File: src/rtl/data_mem_arbiter.sv
// data_mem_arbiter: shares one single-port DataMemory between port 0 (core) and
// port 1 (DMA/debug loader). One request in flight at a time, sequenced as
// IDLE -> ACCESS (one strobe cycle) -> RESP (held until the owner consumes it).
// Define ARB_ROUND_ROBIN_EN for alternating priority; otherwise port 0 always
// wins a tie.
module data_mem_arbiter #(
    parameter int unsigned DEPTH = 10
) (
    input  logic        clk,
    input  logic        rst_n,
    input  logic        req0Valid,
    output logic        req0Ready,
    input  logic        req0Write,
    input  logic [31:0] req0Address,
    input  logic [31:0] req0WriteData,
    input  logic        req1Valid,
    output logic        req1Ready,
    input  logic        req1Write,
    input  logic [31:0] req1Address,
    input  logic [31:0] req1WriteData,
    output logic        rsp0Valid,
    input  logic        rsp0Ready,
    output logic [31:0] rsp0ReadData,
    output logic        rsp0Error,
    output logic        rsp1Valid,
    input  logic        rsp1Ready,
    output logic [31:0] rsp1ReadData,
    output logic        rsp1Error,
    output logic [31:0] address,
    output logic        MemRead,
    output logic        MemWrite,
    output logic [31:0] writeData,
    input  logic [31:0] readData
);

    typedef enum logic [1:0] {StIdle, StAccess, StResp} state_e;

    state_e      state_q, state_d;
    logic        wr_q, wr_d;
    logic        err_q, err_d;
    logic        owner_q, owner_d;
    logic [31:0] addr_q, addr_d;
    logic [31:0] wdata_q, wdata_d;
    logic [31:0] rdata_q, rdata_d;
    logic        winner;
    logic        grant;
    logic        mem_active;
    logic        in_resp;

`ifdef ARB_ROUND_ROBIN_EN
    logic prio_q;

    // Priority pointer flips to the other port after every grant.
    always_ff @(posedge clk or negedge rst_n) begin
        if (!rst_n) begin
            prio_q <= 1'b0;
        end else if (grant) begin
            prio_q <= ~winner;
        end
    end
`endif

    // Pick the winning port; only meaningful when some request is valid.
    always_comb begin
`ifdef ARB_ROUND_ROBIN_EN
        winner = (req0Valid && req1Valid) ? prio_q : req1Valid;
`else
        winner = ~req0Valid;
`endif
    end

    // Grant only in IDLE; rst_n keeps ready low while reset is held.
    assign grant     = rst_n && (state_q == StIdle) && (req0Valid || req1Valid);
    assign req0Ready = grant && !winner;
    assign req1Ready = grant && winner;

    // State and latched-request registers.
    always_ff @(posedge clk or negedge rst_n) begin
        if (!rst_n) begin
            state_q <= StIdle;
            wr_q    <= 1'b0;
            err_q   <= 1'b0;
            owner_q <= 1'b0;
            addr_q  <= 32'h0;
            wdata_q <= 32'h0;
            rdata_q <= 32'h0;
        end else begin
            state_q <= state_d;
            wr_q    <= wr_d;
            err_q   <= err_d;
            owner_q <= owner_d;
            addr_q  <= addr_d;
            wdata_q <= wdata_d;
            rdata_q <= rdata_d;
        end
    end

    // Next-state logic: latch on handshake, capture read data in ACCESS.
    always_comb begin
        state_d = state_q;
        wr_d    = wr_q;
        err_d   = err_q;
        owner_d = owner_q;
        addr_d  = addr_q;
        wdata_d = wdata_q;
        rdata_d = rdata_q;
        unique case (state_q)
            StIdle: begin
                if (grant) begin
                    owner_d = winner;
                    wr_d    = winner ? req1Write : req0Write;
                    addr_d  = winner ? req1Address : req0Address;
                    wdata_d = winner ? req1WriteData : req0WriteData;
                    err_d   = (winner ? req1Address : req0Address) >= DEPTH;
                    state_d = StAccess;
                end
            end
            StAccess: begin
                rdata_d = (!wr_q && !err_q) ? readData : 32'h0;
                state_d = StResp;
            end
            StResp: begin
                if (owner_q ? rsp1Ready : rsp0Ready) begin
                    state_d = StIdle;
                end
            end
            default: state_d = StIdle;
        endcase
    end

    // Memory strobes exist only in ACCESS and only for in-range addresses.
    always_comb begin
        mem_active = (state_q == StAccess) && !err_q;
        address    = mem_active ? addr_q : 32'h0;
        writeData  = mem_active ? wdata_q : 32'h0;
        MemRead    = mem_active && !wr_q;
        MemWrite   = mem_active && wr_q;
    end

    // Response outputs are driven for the owning port only.
    always_comb begin
        in_resp      = (state_q == StResp);
        rsp0Valid    = in_resp && !owner_q;
        rsp1Valid    = in_resp && owner_q;
        rsp0ReadData = rsp0Valid ? rdata_q : 32'h0;
        rsp1ReadData = rsp1Valid ? rdata_q : 32'h0;
        rsp0Error    = rsp0Valid && err_q;
        rsp1Error    = rsp1Valid && err_q;
    end

endmodule
File: config.mk
export PLATFORM = sky130hd
export DESIGN_NAME = data_mem_arbiter
export DESIGN_NICKNAME = d
export VERILOG_FILES = /design/src/rtl/data_mem_arbiter.sv
export SDC_FILE = /design/constraint.sdc
export NUM_CORES = 1
export LEC_CHECK = 0
export ABC_AREA = 1
export CAP_MARGIN = 20
export CORE_UTILIZATION = 36
export DETAILED_ROUTE_END_ITERATION = 16
export GPL_TIMING_DRIVEN = 0
export PLACE_DENSITY = 0.78
export SLEW_MARGIN = 5
export SYNTH_ARGS = -nofsm -noshare
export SYNTH_HDL_FRONTEND = slang
export SYNTH_SLANG_ARGS = --single-unit
File: constraint.sdc
create_clock -name clk -period 1.32 [get_ports clk]
set_input_delay 0.264 -clock clk [delete_from_list [all_inputs] [get_ports clk]]
set_output_delay 0.264 -clock clk [all_outputs]
set_load 0.01 [all_outputs]
# [Yosys cells after proc, flatten, opt, wreduce, memory -nomap -nowiden]
# Index checks and enable logic that the tools add are counted.
# Widths: inputs -> output; s select.
[op_classes] order_cmp=1 n_eq_ne=4 muxes=12 bitwise=1 n_reduce_logical=19
[ops] cell="$mux 32" n=7
[ops] cell="$ge 32x4->1 const B" n=1
[ops] cell="$logic_and 1x1->1" n=12
[ops] cell="$pmux 2 s3" n=1
[ops] cell="$mux 2" n=2
[ops] cell="$reduce_and 2->1" n=2
[ops] cell="$logic_not 1->1" n=3
[ops] cell="$eq 2x1->1 const B" n=1
[ops] cell="$eq 2x2->1 const B" n=1
[ops] cell="$logic_not 2->1" n=1
[ops] cell="$mux 1" n=2
[ops] cell="$ne 2x1->1 const B" n=1
[ops] cell="$ne 2x2->1 const B" n=1
[ops] cell="$logic_or 1x1->1" n=1
[ops] cell="$not 1->1" n=1
[totals] reg_bits=101 output_inout_bits=136

# [Logic depth before layout (Yosys ltp)]
[depth] ltp_word=5 mapped_depth=11

# [Least setup slack after synthesis]
# OpenSTA, ideal clock, no wires.
[synth_path] path_kind="reg-to-output" startpoint="reg state_q[0]" endpoint="out rsp0ReadData[10]" arrival_time_ps=1317 required_ps=1056 slack_ps=-261 stages_incl_launch_ff=7 n_path_buf=1 cell_sequence="dfrtp_1 > inv_1 > nand2_1 > nor2_1 > clkinv_1 > buf_2 > nor2_1"
[synth_via] elab_chain_len=3
[synth_lines] element="start, declared" line_no="38" text="state_e state_q, state_d;"
[synth_lines] element="start signal, assigned" line_no="80" text="state_q <= StIdle;"
[synth_lines] element="start signal, assigned" line_no="88" text="state_q <= state_d;"
[synth_lines] element="$eq 2x2->1" line_no="142" text="in_resp = (state_q == StResp);"
[synth_lines] element="$logic_and 1x1->1" line_no="143" text="rsp0Valid = in_resp && !owner_q;"
[synth_lines] element="net rsp0Valid" line_no="21" text="output logic rsp0Valid,"
[synth_lines] element="$mux 32" line_no="145" text="rsp0ReadData = rsp0Valid ? rdata_q : 32'h0;"
[synth_lines] element="end, declared" line_no="23" text="output logic [31:0] rsp0ReadData,"
# The timed path passes the listed nets, and every way through them passes these cells.

# [Worst setup path in the final report]
[layout_path] startpoint="reg state_q[0]" endpoint="out writeData[5]"
[layout_via] elab_chain_len=3
[layout_lines] element="$eq 2x1->1" line_no="133" text="mem_active = (state_q == StAccess) && !err_q;"
[layout_lines] element="$logic_and 1x1->1" line_no="133"
[layout_lines] element="$mux 32" line_no="135" text="writeData = mem_active ? wdata_q : 32'h0;"
[layout_lines] element="end, declared" line_no="32" text="output logic [31:0] writeData,"
# Every way passes these cells.

==> results.txt <==
The run finished, with violations left. The first-iteration detailed-routing DRC count is 267. Yosys attributes the largest share of cell area to sky130_fd_sc_hd__dfrtp_1 (45%), sky130_fd_sc_hd__nand2_1 (19%), sky130_fd_sc_hd__inv_1 (11%), sky130_fd_sc_hd__nor2_1 (9.6%), sky130_fd_sc_hd__o21ai_0 (5.6%). The area added between synthesis and finish came out at 105%. The first-pass GRT wire length is 33.3 mm. The number of nets in the synthesized netlist is 1,001. For the pin with the worst max-slew slack, the measured transition is 0.504 ns. The number of clock sinks came out at 101. The number of port buffers came out at 303.

The placed standard-cell area came out at 9560 sq um. Routability-driven placement finished with a final weighted congestion of 0.884. The depth of the worst register-to-register path is 9. The post-route antenna net violation count came out at 0.

The final-report setup violation count is 232. Once detailed placement completed, the half-perimeter wirelength came to 14.9 mm. The worst hold path belongs to the class input pin to asynchronous set/reset pin.

The DRC violation count after routing is 0. In the post-synthesis netlist, the cell with the most instances is sky130_fd_sc_hd__nand2_1. Of all flip-flops after synthesis, the portion carrying an async set or reset was 100%. In the final design database the tool counted 1,380 nets. The maximum clock rate is 500 MHz. The mean area per synthesized cell is 6.68 sq um. The number of antenna violations at the first check in global routing was 0. The start of the worst register-to-register path is state_q[0]$_DFFE_PN0P_. The critical path arrival came out at 1.73 ns. The power density over cell area is 1450 nW/um^2.

Counting along the longest clock path gives a buffer depth of 2. The maximum fanout count along the critical path came out at 10. The class of the most critical setup path is flop to primary output.

The initialized floorplan defines 45 standard-cell rows. The XOR/XNOR share of the synthesized area came out at 0%. The total number of yosys warnings is 0.

The leakage component of the power came out at 5.54 nW. After synthesis the netlist holds a flip-flop and latch count of 101. The core region is 15,100 sq um. The die outline area is 16,000 sq um. The final-report max-slew violation count is 0. The number of antenna diodes in the final layout is 0. Across the run, the number of max-cap violations was 0. sky130_fd_sc_hd__dfrtp_1 takes more of the synthesized area than any other cell. The portion of the post-synthesis area used by sequential elements came out at 45.4%. The number of flops mapped to enable cells by yosys is 0. TritonCTS built the clock tree. The area fraction in compound gates after synthesis is 6.52%. The overall track demand over capacity in global routing is 27.1%. The endpoint identified for the worst register-to-register timing path is wdata_q[6]$_DFFE_PN0P_.

STA classifies the critical path endpoint as a primary output. In this run the horizontal extent of the chip is 126 um. The switching component of the power is 0.00647 W. Measured against its own limit, the worst slew margin works out to 66.4%. The distinct cell type count of the synthesized netlist came out at 18.

In the synthesized netlist, the cells that appear most often are sky130_fd_sc_hd__nand2_1 (276), sky130_fd_sc_hd__inv_1 (158), sky130_fd_sc_hd__nor2_1 (143), sky130_fd_sc_hd__dfrtp_1 (101), sky130_fd_sc_hd__o21ai_0 (62). The TritonCTS buffer count is 9. The adder-cell share of the synthesized area is 0%.

The number of instances in the synthesized netlist is 833. The leftover overflow at the end of global routing is 0. Summing over every cut layer, the via total after detailed routing is 6,570. The post-placement worst setup slack came out at -1.59 ns. The final design utilization is 75.4%. The worst ir drop on vdd came out at 0.000701 V. The total number of H-tree levels came out at 3. The proportion of netlist area held by the largest area contributor is 45.4%. In the post-route analysis, the smallest setup slack over all paths is -0.678 ns. The share of total power in combinational logic is 53.5%. Setup repair after global routing could not meet its margin everywhere.

The internal power component is 0.0100 W. The routed via count divided by cell count came out at 4.68. Of the total power, the share spent switching nets is 39.2%. The number of optimization iterations in the first detailed-route pass came out at 4. The worst setup skew after layout is 0.00812 ns. The final design instance area without fill is 11,400 sq um.

The total count of hold-check failures in the final report came out at 0. The clock-pin slew on the worst setup and hold paths is 0.07 ns. In this run, flip-flops and latches consume 30.7% of the power. The root buffer cell is sky130_fd_sc_hd__clkbuf_16. The internal reg-to-reg setup slack came out at -0.28 ns.

The average detailed-routed wire length per instance is 16.1 um. The largest net degree at the start of global routing is 29. The final reports fail on negative setup slack. In this run the worst setup path begins at state_q[0]$_DFFE_PN0P_. The number of global-route vias before repair is 6,334.

The worst setup path is launched from a flop. The combinational family with the most area after synthesis is simple AND/OR/NAND/NOR gates. STA puts the critical path data required time at 1.06 ns. The final critical delay including setup and external delays came out at 2.00 ns.

The layout cell share with drive strength beyond 1 came out at 37.0%. The worst path uses 151% of the clock period. For this design the top-level I/O count stands at 304.

The post-synthesis simple-gate area fraction is 31.8%. The initial cell density of the core came out at 36.7%. Measured against the total synthesized area, the mux share comes to 0%. After synthesis the cells add up to 5560 sq um. The share of total power in the clock network came out at 15.7%. The layout has 1,067 filler cells. The most used flip-flop cell after synthesis is sky130_fd_sc_hd__dfrtp_1. The die height is 126 um. The clock latency on the worst-skew pair came out at 0.34 ns.

The total routed wirelength came out at 22.6 mm.
==> cell type report <==
type / count / area (sq um) / area share [%]
clock inverters: 4 / 32.5 / 0.285
repair buffers: 368 / 4030 / 35.3
clock buffers: 12 / 256 / 2.25
flip-flops and latches: 101 / 2530 / 22.2
plain buffers: 41 / 588 / 5.15
well taps: 188 / 235 / 2.06
multi-input cells: 526 / 3100 / 27.2
inverters: 165 / 644 / 5.65
==> placed cells by master, fill, tap and decap left out, drive strengths merged <==
cell type,count
nor2,144
dfrtp,101
o221ai,1
clkdlybuf4s50,164
clkinv,5
o21ai,69
o21a,1
dlygate4sd2,1
clkinvlp,2
inv,162
dlygate4sd3,3
nand2,276
nand3,35
bufbuf,6
buf,222
clkbuf,25
==> cells by family after synthesis <==
family | count (synthesis)
flip-flops | 101
AND/OR/NAND/NOR | 455
buffers and inverters | 206
AO/OA/AOI/OAI | 71
==> metrics by stage <==
| stage | instances | setup TNS (ns) | power, W | hold WS, ns |
|---|---|---|---|---|
| floorplan | 833 | -8.83 | 0.00892 | -0.0316 |
| global placement | 1324 | -794.49 | 0.0111 | 0.466 |
| detailed placement | 1325 | -154.22 | 0.0112 | 0.325 |
| CTS | 1389 | -104.29 | 0.0154 | 0.0551 |
| global route | 1405 | -114.98 | 0.0175 | 0.0575 |
| finish | 1405 | -94.18 | 0.0165 | 0.0585 |
==> worst max path at each step <==
stage,end,slack (ns),cells past startpoint
after global placement,req1Ready,-4.96,8
after CTS,writeData[30],-0.65,10
after detailed placement,req1Ready,-1.59,9
final,writeData[5],-0.68,10
after floorplan,address[22],-0.09,7
after global routing,writeData[4],-0.78,10
==> metal layers <==
layer  track usage, %  share of wire (%)  vias up
met5                0                  0        -
met4             10.5                3.2        0
met3             4.89                6.3       46
met2             49.0                 52      276
met1             31.9                 38     3042
li1                 -                  -     3206
==> state kept, by name, summed over array words and instances, names as in the netlist <==
name     flops
wr_q         1
err_q        1
addr_q      32
state_q      2
wdata_q     32
rdata_q     32
owner_q      1
==> power groups by stage <==
stage,Sequential (W),Combinational (W),Clock [W]
6_report,0.00507,0.00884,0.00259
5_1_grt,0.00522,0.00952,0.00277
4_1_cts,0.00500,0.00774,0.00263
3_5_place_dp,0.00502,0.00621,0
3_3_place_gp,0.00499,0.00610,0
2_1_floorplan,0.00489,0.00403,0
==> critical path, cell delays in order (launching register included) <==
cell	delay (ns)
sky130_fd_sc_hd__dfrtp_1	0.34
sky130_fd_sc_hd__inv_2	0.06
sky130_fd_sc_hd__buf_6	0.11
sky130_fd_sc_hd__nor2_4	0.09
sky130_fd_sc_hd__inv_2	0.06
sky130_fd_sc_hd__nor2_4	0.11
sky130_fd_sc_hd__inv_4	0.07
sky130_fd_sc_hd__buf_12	0.15
sky130_fd_sc_hd__buf_12	0.15
sky130_fd_sc_hd__nor2_2	0.08
sky130_fd_sc_hd__buf_2	0.16
==> timing repair <==
item | in CTS | in global routing
pin swaps | 8 | 13
hold buffers | 6 | 0
gates cloned | 12 | 7
gates resized for setup | 731 | 159
endpoints found under the setup margin | 233 | 234
hold endpoints to repair | 73 | 0
buffers inserted | 30 | 15
(Power assumes the default switching activity.)
